==> config.mk <==
export PLATFORM = sky130hd
export DESIGN_NAME = uart_packet_sender
export DESIGN_NICKNAME = d
export VERILOG_FILES = /design/src/rtl/uart_packet_sender.sv
export SDC_FILE = /design/constraint.sdc
export NUM_CORES = 1
export LEC_CHECK = 0
export CAP_MARGIN = 20
export CORE_MARGIN = 2
export CORE_UTILIZATION = 55
export CTS_BUF_LIST = sky130_fd_sc_hd__clkbuf_4 sky130_fd_sc_hd__clkbuf_8
export DETAILED_ROUTE_END_ITERATION = 6
export GPL_ROUTABILITY_DRIVEN = 0
export PLACE_DENSITY_LB_ADDON = 0.1
export SLEW_MARGIN = 20
export SYNTH_ARGS = -nofsm -noshare
export SYNTH_HDL_FRONTEND = slang
export SYNTH_SLANG_ARGS = --single-unit
==> constraint.sdc <==
create_clock -name clk -period 3.97 [get_ports clk]
set_clock_uncertainty 0.05 [all_clocks]
set_input_delay 0.5955 -clock clk [delete_from_list [all_inputs] [get_ports clk]]
set_output_delay 0.5955 -clock clk [all_outputs]
set_load 0.01 [all_outputs]
==> src/rtl/uart_packet_sender.sv <==
// Sends a PACKET_SIZE-byte packet as back-to-back 8N1 UART frames, MSB byte first, bits LSB first.
// Optional macro PACKET_SENDER_CHECKSUM_EN appends a frame carrying the mod-256 byte sum.
module uart_packet_sender #(
  parameter logic [15:0] PACKET_SIZE  = 16'd9,
  parameter int          CLKS_PER_BIT = 104
) (
  input  logic                           clk,
  input  logic                           rst,
  input  logic [8*int'(PACKET_SIZE)-1:0] packet,
  input  logic                           enable,
  output logic                           txd,
  output logic                           busy
);

  localparam int PW    = 8 * int'(PACKET_SIZE);
  localparam int CNT_W = (CLKS_PER_BIT > 1) ? $clog2(CLKS_PER_BIT) : 1;
  localparam logic [CNT_W-1:0] CNT_LAST = CNT_W'(CLKS_PER_BIT - 1);
`ifdef PACKET_SENDER_CHECKSUM_EN
  localparam logic [15:0] LAST_IDX = PACKET_SIZE;
`else
  localparam logic [15:0] LAST_IDX = PACKET_SIZE - 16'd1;
`endif

  typedef enum logic [1:0] {S_IDLE, S_START, S_DATA, S_STOP} state_t;

  state_t           r_state;
  logic             r_txd;
  logic             r_busy;
  logic [CNT_W-1:0] r_clk_cnt;
  logic [2:0]       r_bit_idx;
  logic [15:0]      r_byte_idx;
  logic [PW-1:0]    r_buf;
`ifdef PACKET_SENDER_CHECKSUM_EN
  logic [7:0]       r_sum;
  logic [7:0]       w_sum_next;
`endif

  logic       w_bit_done;
  logic [7:0] w_cur_byte;

  // The frame being sent always sits in the top byte; the buffer shifts left per frame.
  assign w_cur_byte = r_buf[PW-1 -: 8];
  assign w_bit_done = (r_clk_cnt == CNT_LAST);
`ifdef PACKET_SENDER_CHECKSUM_EN
  assign w_sum_next = r_sum + w_cur_byte;
`endif

  assign txd  = r_txd;
  assign busy = r_busy;

  always_ff @(posedge clk or posedge rst) begin
    if (rst) begin
      r_state    <= S_IDLE;
      r_txd      <= 1'b1;
      r_busy     <= 1'b0;
      r_clk_cnt  <= '0;
      r_bit_idx  <= '0;
      r_byte_idx <= '0;
      r_buf      <= '0;
`ifdef PACKET_SENDER_CHECKSUM_EN
      r_sum      <= '0;
`endif
    end else begin
      case (r_state)
        S_IDLE: begin
          if (enable) begin
            r_buf      <= packet;
            r_byte_idx <= '0;
            r_clk_cnt  <= '0;
            r_txd      <= 1'b0;
            r_busy     <= 1'b1;
            r_state    <= S_START;
`ifdef PACKET_SENDER_CHECKSUM_EN
            r_sum      <= '0;
`endif
          end
        end
        S_START: begin
          if (w_bit_done) begin
            r_clk_cnt <= '0;
            r_bit_idx <= '0;
            r_txd     <= w_cur_byte[0];
            r_state   <= S_DATA;
          end else begin
            r_clk_cnt <= r_clk_cnt + 1'b1;
          end
        end
        S_DATA: begin
          if (w_bit_done) begin
            r_clk_cnt <= '0;
            if (r_bit_idx == 3'd7) begin
              r_txd   <= 1'b1;
              r_state <= S_STOP;
            end else begin
              r_bit_idx <= r_bit_idx + 3'd1;
              r_txd     <= w_cur_byte[r_bit_idx + 3'd1];
            end
          end else begin
            r_clk_cnt <= r_clk_cnt + 1'b1;
          end
        end
        S_STOP: begin
          if (w_bit_done) begin
            r_clk_cnt <= '0;
            if (r_byte_idx == LAST_IDX) begin
              r_busy  <= 1'b0;
              r_state <= S_IDLE;
            end else begin
              r_txd      <= 1'b0;
              r_byte_idx <= r_byte_idx + 16'd1;
              r_buf      <= r_buf << 8;
              r_state    <= S_START;
`ifdef PACKET_SENDER_CHECKSUM_EN
              r_sum <= w_sum_next;
              // After the last data byte, the top slot is refilled with the running sum.
              if (r_byte_idx == PACKET_SIZE - 16'd1)
                r_buf[PW-1 -: 8] <= w_sum_next;
`endif
            end
          end else begin
            r_clk_cnt <= r_clk_cnt + 1'b1;
          end
        end
        default: begin
          r_state <= S_IDLE;
          r_txd   <= 1'b1;
          r_busy  <= 1'b0;
        end
      endcase
    end
  end

endmodule

# Yosys cells after proc, flatten, opt, wreduce, memory -nomap -nowiden
# Index checks and enable logic that the tools add are counted.
op_classes:
  addsub: 3
  n_lt_le_gt_ge: 1
  n_eq_ne: 14
  mux: 35
  reduce_logical: 9
ops:
  columns: ["cell", "count"]
  rows:
  - ["$mux W72", 3]
  - ["$pmux W72 S2", 1]
  - ["$mux W16", 3]
  - ["$pmux W16 S2", 1]
  - ["$add A16 B1 Y16 const B", 1]
  - ["$eq A16 B4 Y1 const B", 1]
  - ["$ne A2 B2 Y1 const B", 8]
  - ["$mux W7", 2]
  - ["$pmux W7 S2", 1]
  - ["$reduce_and A4 Y1", 3]
  - ["$mux W1", 11]
  - ["$mux W2", 5]
  - ["$reduce_and A5 Y1", 2]
  - ["$mux W3", 3]
  - ["$pmux W2 S4", 1]
  - ["$add A7 B1 Y7 const B", 1]
  - ["$eq A7 B7 Y1 const B", 1]
  - ["$pmux W3 S2", 1]
  - ["$eq A2 B2 Y1 const B", 2]
  - ["$lt A3 B4 Y1 const B", 1]
  - ["$pmux W1 S4", 1]
  - ["$reduce_bool A2 Y1", 2]
  - ["$add A3 B1 Y3 const B", 1]
  - ["$bmux W1 S3", 1]
  - ["5 further kinds", 5]
totals:
  ff_bits: 102

# Longest topological paths before layout
depth:
  depth_word: 6
  mapped_depth: 9
  ltp_nobuf: 7

# Least setup slack after synthesis
# OpenSTA, ideal clock, no wires.
synth_timing:
  path_type: "register -> register"
  from: "reg r_bit_idx[0]"
  to: "reg r_txd, in the netlist txd"
  arrival_ns: 1.891
  path_slack_ns: 1.946
  stages_incl_launch_ff: 8
  n_path_buf: 0
  period_less_slack_ns: 2.024
  cell_sequence: "dfrtp_1 > ha_1 > ha_1 > mux4_1 > mux2_2 > o21ai_0 > a21boi_0 > mux2_2"
synth_via:
  elab_chain_len: 6
  elab_cells_between_ends: 7
  cone_classes: "1 x add/sub; 1 x eq/ne; 5 x mux"
synth_rtl:
  columns: ["item", "line", "source"]
  rows:
  - ["start, declared", "30", "logic [2:0] r_bit_idx;"]
  - ["start signal, assigned", "95", "r_bit_idx <= r_bit_idx + 3'd1;"]
  - ["$add A3 B1 Y3", "96", "r_txd <= w_cur_byte[r_bit_idx + 3'd1];"]
  - ["$bmux W1 S3", "96", null]
  - ["$mux W1 (implied by the code)", "96", null]
  - ["$mux W1 *", "91", "if (r_bit_idx == 3'd7) begin"]
  - ["$mux W1 *", "89", "if (w_bit_done) begin"]
  - ["$pmux W1 S4 *", "64", "case (r_state)"]
  - ["end signal, assigned", "82", "r_txd <= w_cur_byte[0];"]
  - ["end signal, assigned", "96", null]
  - ["end, declared", "27", "logic r_txd;"]
# Every way passes the cells marked *; elsewhere a longest branch is shown, timed or not. The select of a mux whose other input is x is not followed.
# A chain may end at the register's enable or synchronous reset.

# Final worst setup path
layout_timing:
  from: "reg r_state[0]"
  to: "reg r_buf[68]"
layout_via:
  elab_chain_len: 3
  elab_cells_between_ends: 8
  cone_classes: "4 x eq/ne; 1 x mux; 3 x reduce/logical"
layout_rtl:
  columns: ["item", "line", "source"]
  rows:
  - ["start, declared", "26", "state_t r_state;"]
  - ["start signal, assigned", "53", "r_state <= S_IDLE;"]
  - ["start signal, assigned", "72", "r_state <= S_START;"]
  - ["start signal, assigned", "83", "r_state <= S_DATA;"]
  - ["$eq A2 B2 Y1 or $logic_not A2 Y1 (tied branches)", "64", null]
  - ["$ne A2 B2 Y1 (no source line) or $reduce_bool A2 Y1 (tied branches)", null, null]
  - ["$reduce_and A4 Y1 (no source line)", null, null]
  - ["end signal, assigned", "67", "r_buf <= packet;"]
  - ["end signal, assigned", "111", "r_buf <= r_buf << 8;"]
  - ["end, declared", "32", "logic [PW-1:0] r_buf;"]
# Parallel ways exist; a longest one is shown, timed or not.

==> impl_metrics.py <==
metrics = {
    "cts": {
        "root_buffer": "clkbuf_8",
        "path_clk_slew_ns": 0.09,
        "cts_setup_buffers": 0,
        "cts_buffers": 9,
        "cts_tree": "built",
        "holdBufCountCts": 0,
        "h-tree-depth": 3,
        "clock_latency_ns": 0.37,
        "cts.repair.resized": 0,
        "cts.sinks": 102,
        "ctsLongestPathBuffers": 2,
    },
    "logic_synthesis": {
        "yosysUniqueCellTypes": 51,
        "synth_area_sq_um": 5030,
        "ys_ff_latch": 102,
        "yosys_warnings": 0,
        "synth_area_per_cell_sq_um": 9.82,
        "synth_edf_count": 0,
        "synth_simple_gate_area_share": 0.115,
        "synth.net_count": 596,
        "async_reset_ff_frac": 1.00,
        "syn_inst": 512,
        "synth_flop_cell": "dfrtp_1",
        "synth_compound_area_frac": 0.270,
        "synthXorXnorAreaFrac": 0.0139,
        "synthAdderAreaFrac": 0.0224,
        "muxShareOfSynthArea": 0.0192,
        "synth_top_family_by_area": "compound AO/OA/AOI/OAI gates",
        "ys_seq_area_frac": 0.508,
    },
    "sta": {
        "finalSetupTns_ns": 0,
        "rsz0062_at_grt": "false",
        "slew_viol_final": 0,
        "layout_min_cycle_time_ns": 3.06,
        "finalWorstSetupSlack_ns": 0.913,
        "setup_viol": 0,
        "max-slew-margin-rel": 0.467,
        "tightest_slew_ns": 0.797,
        "hold_viol": 0,
        "max_freq_mhz": 327,
        "finalCritPeriodShare": 0.770,
    },
    "placement": {
        "pre_cts_ws_ns": 0.951,
        "portBuffers": 76,
        "placed_cell_area_sq_um": 5820,
        "hpwl_microns": 7870,
    },
    "die": {
        "io_pins": 77,
        "die_x_microns": 99.6,
        "row_count": 34,
        "core-area_sq_um": 8810,
        "fp.dieH_microns": 99.6,
        "initial_core_util": 0.571,
        "dieArea_sq_um": 9920,
    },
    "setup_path": {
        "worstSetupPathType": "reg -> reg",
        "slowest_stage": "nand3_1",
        "worst_ep_arrival_time_ns": 3.22,
        "cpPeakStageDelay_ns": 0.57,
        "cp_data_required_time_ns": 4.13,
        "path_max_fanout": 20,
        "crit_path_end_kind": "register",
        "critPathLaunchType": "register",
        "crit_chain": "inv_1, ha_1, nor2b_1, a31o_2, nand3_1, buf_4, o22ai_1, a21oi_1",
    },
    "final_layout": {
        "final_core_util": 0.681,
        "nNetsFinal": 653,
        "area_growth_pct": 19.3,
        "diodes": 0,
        "finalInstanceArea_sq_um": 6000,
        "drive_above_1_share": 0.0819,
        "fillers": 720,
    },
    "routing": {
        "wl_microns": 12100,
        "drt-vias-per-instance": 6.23,
        "ant_nets": 0,
        "vias": 4252,
        "drc": 0,
        "drt_iter0_drc": 238,
        "wl_per_cell_microns": 17.7,
        "dr.pass1.iters": 4,
    },
    "global_route": {
        "grt_max_degree": 103,
        "grt_pass1_wl_microns": 20200,
        "grt_pass1_vias": 4138,
        "antenna_found_initial": 0,
        "grt_overflow": 0,
        "grt_usage": 0.251,
    },
    "power": {
        "power.leakage_uw": 0.00230,
        "power_density_nw_per_um2": 670,
        "ir_drop_mv": 0.356,
        "finalPower_uw": 4020,
    },
    "min_path": {
        "hold_class": "reg -> reg",
    },
    "run": {
        "cap_violations": 0,
    },
    "status": {
        "status": "finished, final reports clean",
    },
}
[sequential cells by signal (all words and copies together) (netlist names)]
name / flops
r_byte_idx: 16
r_buf: 72
r_state: 2
r_bit_idx: 3
r_clk_cnt: 7
txd: 1
busy: 1
[cell usage in the layout (no fill, tap or decap), types with 3 or more instances in the layout]
cell,n
buf_4,10
nor4_2,3
nor4_1,6
nor2_1,41
o31ai_1,3
clkbuf_8,9
and3_1,3
clkdlybuf4s50_1,76
nand2_1,25
nor3_1,4
nand3_1,9
nand4_1,4
xnor2_1,8
a21oi_1,70
dfrtp_1,101
ha_1,8
o21ai_0,16
a22o_1,12
or3_1,3
mux2_2,3
o22ai_1,104
inv_1,11
[critical path: cells and delay by family (launching register included)]
kind	cells	cell delay (ns)
AOI/OAI and AO/OA	3	0.47
adders and majority gates	1	0.44
buffers and inverters	2	0.53
and+or+nand+nor	2	0.97
DFF	1	0.44
[stage by stage]
stage               hold WS (ns)  std cells
floorplan                  0.387        512
global placement           0.419        666
detailed placement         0.420        666
CTS                        0.438        682
global route               0.477        682
finish                     0.444        682
[logic make-up (layout without fill, tap and decap cells)]
| group | Yosys count | after routing |
|---|---|---|
| simple gates | 114 | 114 |
| xor+xnor | 8 | 8 |
| flops | 102 | 102 |
| mux | 6 | 6 |
| buf+inv | 53 | 115 |
| compound gates | 220 | 220 |
| fa+ha+maj | 9 | 9 |
[per-layer routing]
metal	vias up	routed length [microns]	GRT usage
li1	2043	-	-
met1	2067	5510	0.360
met2	126	5740	0.389
met3	16	603	0.0534
met4	0	199	0.0759
met5	-	0	0
[power by group]
part / leakage, uW / total [uW] / switching [uW] / internal, uW
sequential: 0.00118 / 1730 / 303 / 1420
clock: 0.0000920 / 606 / 365 / 241
combinational: 0.00103 / 1680 / 985 / 700
[final timing paths]
path	start	end	slack, ns	depth (start not counted)
setup / recovery	r_state[0]	r_buf[68]	0.91	8
max in group asynchronous	rst	r_byte_idx[2]	2.80	3
hold / removal	r_clk_cnt[5]	r_clk_cnt[5]	0.44	1
setup reg to reg	r_state[0]	r_buf[68]	0.91	8
min in group asynchronous	rst	r_byte_idx[8]	0.64	3
hold reg to reg	r_clk_cnt[5]	r_clk_cnt[5]	0.44	1
[cell usage after synthesis (4+ instances only)]
cell type  number  area (sq um)
o21ai_0        16          80.1
nand4_1         4          25.0
nor3_1          4          20.0
nand3_1         9          45.0
inv_1          12          45.0
o22ai_1       104           651
clkbuf_1       18          67.6
a21oi_1        70           350
nor4_1          6          37.5
nand2_1        25          93.8
nor2_1         42           158
buf_4           8          60.1
dfrtp_1       101          2530
buf_2          11          55.1
xnor2_1         8          70.1
a22o_1         12           105
ha_1            9           113
[area by class of cell]
type	count	area [sq um]	share of cell area
repair buffers	87	856	0.143
flip-flops and latches	102	2550	0.426
clock inverters	6	46.3	0.00772
inverters	12	47.5	0.00793
multi-input cells	357	2230	0.371
well taps	108	135	0.0225
clock buffers	10	131	0.0219
Note: power is estimated with default switching activity, not from simulation.
